**config.mk**
```make
export PLATFORM = sky130hd
export DESIGN_NAME = flop_r
export DESIGN_NICKNAME = d
export VERILOG_FILES = /design/src/rtl/flop_r.sv
export SDC_FILE = /design/constraint.sdc
export NUM_CORES = 1
export LEC_CHECK = 0
export ABC_AREA = 1
export BUFFER_PORTS_ARGS = -buffer_cell sky130_fd_sc_hd__buf_4
export CORE_MARGIN = 5
export CORE_UTILIZATION = 40
export CTS_CLUSTER_SIZE = 10
export DETAILED_ROUTE_END_ITERATION = 8
export GPL_TIMING_DRIVEN = 1
export HOLD_SLACK_MARGIN = 0.15
export PLACE_DENSITY = 0.88
export SYNTH_ARGS = -nofsm -noshare
export SYNTH_HDL_FRONTEND = slang
export SYNTH_SLANG_ARGS = --single-unit
```
**constraint.sdc**
```tcl
create_clock -name clk -period 0.8 [get_ports clk]
set_input_delay 0.04 -clock clk [delete_from_list [all_inputs] [get_ports clk]]
set_output_delay 0.04 -clock clk [all_outputs]
set_load 0.01 [all_outputs]
```
**src/rtl/flop_r.sv**
```systemverilog
// flop_r: N-bit positive-edge register with synchronous active-high reset
module flop_r #(
  parameter int N = 64
) (
  input  logic         clk,
  input  logic         reset,
  input  logic [N-1:0] d,
  output logic [N-1:0] q
);
  always_ff @(posedge clk) q <= reset ? '0 : d;
endmodule

```
---- Word level (Yosys, flattened, before mapping) ----
Cells that the tools add are included.
storage, ports and cells
  logic and storage cells ................. 1
  input port bits ......................... 66
  bits in registers ....................... 64
  output and inout bits ................... 64

---- Longest topological paths before layout ----
  depth in word-level cells ............... 0
  mapped depth ............................ 3
  depth with buffers taken out ............ 2

---- Worst setup path after synthesis ----
OpenSTA, ideal clock, no wires.
  kind .................................... input-to-reg
  start point ............................. input reset
  end point ............................... register q[10]
  required time ........................... 0.688 ns
  buffers on the path ..................... 2
  path slack .............................. 0.364 ns
  library setup time ...................... 0.112 ns
  stages on the path ...................... 3
  data arrival time ....................... 0.324 ns
  cells stage by stage .................... buf_6 -> buf_6 -> nor2_1
RTL lines
  what                  line  text
  start, declared       6     input logic reset,
  end signal, assigned  10    always_ff @(posedge clk) q <= reset ? '0 : d;
  end, declared         8     output logic [N-1:0] q
No word-level cell between the ends.

---- Worst setup path in the final report ----
  start point ............................. input reset
  end point ............................... register q[16]
No word-level cell between the ends.

==> results.txt <==
----------------------------------------------------
[Run status]
  Run status ... finished with violations
  Violations in the final reports ... negative setup slack

[Layout]
  Leading registers by flop count ... q (64)
  Design Area, Final ... roughly 4100 µm²
  Most flop-heavy register ... q
  Layout cell share with drive strength beyond 1 ... between 50% and 60%
  Nets@finish ... between 400 and 500
  Area grow syn2layout ... 123%
  Final std cells w/o fill ... around 460
  Flip-flop count of the largest register after layout ... 64

[CTS]
  Worst-case clock buffer depth ... 2
  CTS tree ... built
  Number of levels the H-tree was split into ... 3
  Post-CTS Setup Inserts ... 0
  CTS root buf ... clkbuf_8
  Clock-pin slew of the registers on the worst-case setup and hold paths ... ~0.070 ns
  Number of clock sinks seen by CTS ... 64
  Inserted Clock Buffers ... 9

[Pwr]
  P per Cell Area ... between 1500 and 2000 nW/µm²
  Overall Power ... ~0.0076 W
  Largest voltage drop on the vdd net ... ~0.0017 V
  Fraction of power consumed by combinational cells ... approximately 17%
  Leakage power summed over all cells ... approximately 2.1 nW
  Switching share of power ... 24.0%
  Reported net switching power ... around 0.0018 W
  Relative contribution of the clock network to total power ... 37.1%
  Part of the total power dissipated in sequential elements ... 45.6%
  Cell internal pwr ... approximately 0.0058 W

[Worst setup path]
  Number of stages on the worst setup path ... 4
  WP data arrival ... between 1 and 1.5 ns
  CP bufs+invs ... 3
  Biggest cell delay along the critical path ... 0.55 ns
  Worst Path Max Fanout ... 10
  Family of cells with the greatest summed delay on the critical path ... buffers and inverters
  CP Class ... in -> reg
  Crit path cell chain ... dlygate4sd3_1 -> buf_6 -> clkbuf_16 -> nor2_1
  Slowest CP cell ... dlygate4sd3_1
  Required time worst endpoint ... roughly 1.0 ns
  Sort of element at the start of the critical path ... input port
  Type of element capturing the critical path ... register

[STA]
  Hold Vio Cnt, Final ... 0
  Maximum achievable frequency ... about 1200 MHz
  Final max-slew violation count ... 0
  Minimum clock period ... roughly 0.85 ns
  Final total negative setup slack ... -0.479 ns
  Unrepaired setup endpoints after global routing ... yes
  Slack of the critical path ... -0.0524 ns
  Slew margin rel. ... 87.8%
  Tcrit/Tclk final ... 107%
  Pin slew with the least headroom to its limit ... 0.182 ns
  Final setup viols ... 45

[Detailed routing]
  Per-cell routed wire length ... approximately 19 µm
  Total detailed-routing wirelength ... slightly below 9000 µm
  Via-per-instance ratio ... approximately 4.6
  DRT Pass-1 Iters ... 5
  Remaining DRCs ... 0
  Number of vias in the routed layout ... ~2.1k
  Antenna-violating nets left ... 0
  Number of DRC markers after the initial detailed-route iteration ... 147

[Floorplanning]
  Die span in y ... a little under 80 µm
  I/O Pins ... 130
  Die Span X ... roughly 78 µm
  Row cnt ... 24
  Initial Utilization ... 41.7%
  Total Die Area ... 6060 µm²
  Core box area ... ~4400 µm²

[Synth]
  Post-synthesis net count ... about 270
  Mean cell area of the mapped netlist ... just over 9 µm²
  Netlist Area Pre-Place ... 1840 µm²
  Sequential-to-total area share from yosys stat ... a little over two thirds
  Synth unique cells ... 4
  Cells after synthesis ... around 200
  Flip-flop and latch count after synthesis ... 64
  Number of synthesis warnings ... 0

[Global routing]
  Global-route layer with the greatest usage ... met2
  Via count of the first global-routing pass ... 2342
  Overflow left after global routing ... 0
  Met3 capacity usage during global routing ... under 10%
  Met1 Use GR ... between 20% and 30%
  GRT met2 Usage ... between 40% and 50%
  Maximum number of pins on one net before global-route repair ... 41
  All-Layer GR Usage ... between 20% and 30%
  Global-route wire length before repair ... 11800 µm
  Number of antenna violations at the first check in global routing ... 1

[Placement]
  Cell count after placement ... 375
  Routability congestion estimate ... 0.732
  Count of input and output buffers ... between 100 and 150
  Detailed-placement wirelength estimate ... ~3500 µm
  Cell area reported after detailed placement ... around 2800 µm²

[Hold path]
  Endpoint of the worst hold-timing path ... q[36]$_SDFF_PP0_
  Type of the most critical hold path ... in -> reg
  Worst hold path stage count ... 4
  Hold path startpoint ... d[36]

[Flow run]
  Max Cap Violations ... 0

----------------------------------------------------
area by class of cell:
cell class,instances,area (µm²)
diodes,1,2.50
clock buffers,13,159
clock inverters,3,40.0
fillers,151,313
inverters,64,240
multi-input cells,64,295
flip-flops and latches,64,1360
well taps,52,65.1
repair buffers,198,1940
placed cells by master (no fill, tap or decap), types with 2 or more instances in the layout:
| master | n |
|---|---|
| buf_12 | 2 |
| buf_4 | 64 |
| buf_6 | 66 |
| clkbuf_1 | 2 |
| clkbuf_8 | 11 |
| clkinv_2 | 2 |
| dfxtp_2 | 63 |
| dlygate4sd3_1 | 65 |
| inv_1 | 64 |
| nor2_1 | 48 |
| nor2_2 | 13 |
| nor2_4 | 3 |
through the flow:
step,hold slack [ns],utilization [%],worst slack (ns)
floorplan,0.147,-,0.364
global placement,0.239,64.2,0.255
detailed placement,0.246,64.2,0.227
CTS,0.445,90.1,-0.0188
global route,0.471,92.9,-0.0970
finish,0.457,92.9,-0.0524
cell usage after synthesis (all sizes together):
master / count / area (µm²)
buf: 7 / 78.8
dfxtp: 64 / 1280
inv: 64 / 240
nor2: 64 / 240
metal layers:
layer	part of all wire [%]	vias to the layer above
met1	33	989
met5	0	-
li1	-	937
met4	5.6	0
met3	8.7	39
met2	53	155
power groups by stage:
stage / clock network, W / registers (W) / logic, W
3_3_place_gp: 0 / 0.00347 / 0.000785
6_report: 0.00284 / 0.00349 / 0.00133
4_1_cts: 0.00278 / 0.00346 / 0.00117
5_1_grt: 0.00302 / 0.00350 / 0.00140
3_5_place_dp: 0 / 0.00348 / 0.000807
2_1_floorplan: 0 / 0.00356 / 0.000189
how the worst max path moves through the flow:
stage / startpoint / to / slack (ns)
floorplan: reset / q[10]$_SDFF_PP0_ / 0.36
global placement: reset / q[24]$_SDFF_PP0_ / 0.25
detailed placement: reset / q[45]$_SDFF_PP0_ / 0.23
CTS: q[14]$_SDFF_PP0_ / q[14] / -0.02
global route: reset / q[16]$_SDFF_PP0_ / -0.1
finish: reset / q[16]$_SDFF_PP0_ / -0.05
kinds of logic after synthesis:
| kind of cell | synth area share (%) |
|---|---|
| buffers and inverters | 17.3 |
| flip-flops | 69.6 |
| AND/OR/NAND/NOR | 13.1 |
what timing repair did:
action                                 in CTS  in global routing
cloned                                      0                  2
gates resized for setup                   104                 43
endpoints found under the hold margin      64                  0
setup endpoints to repair                  64                108
hold buffers                               65                  0
No activity file was read; power rests on OpenSTA's default activity.
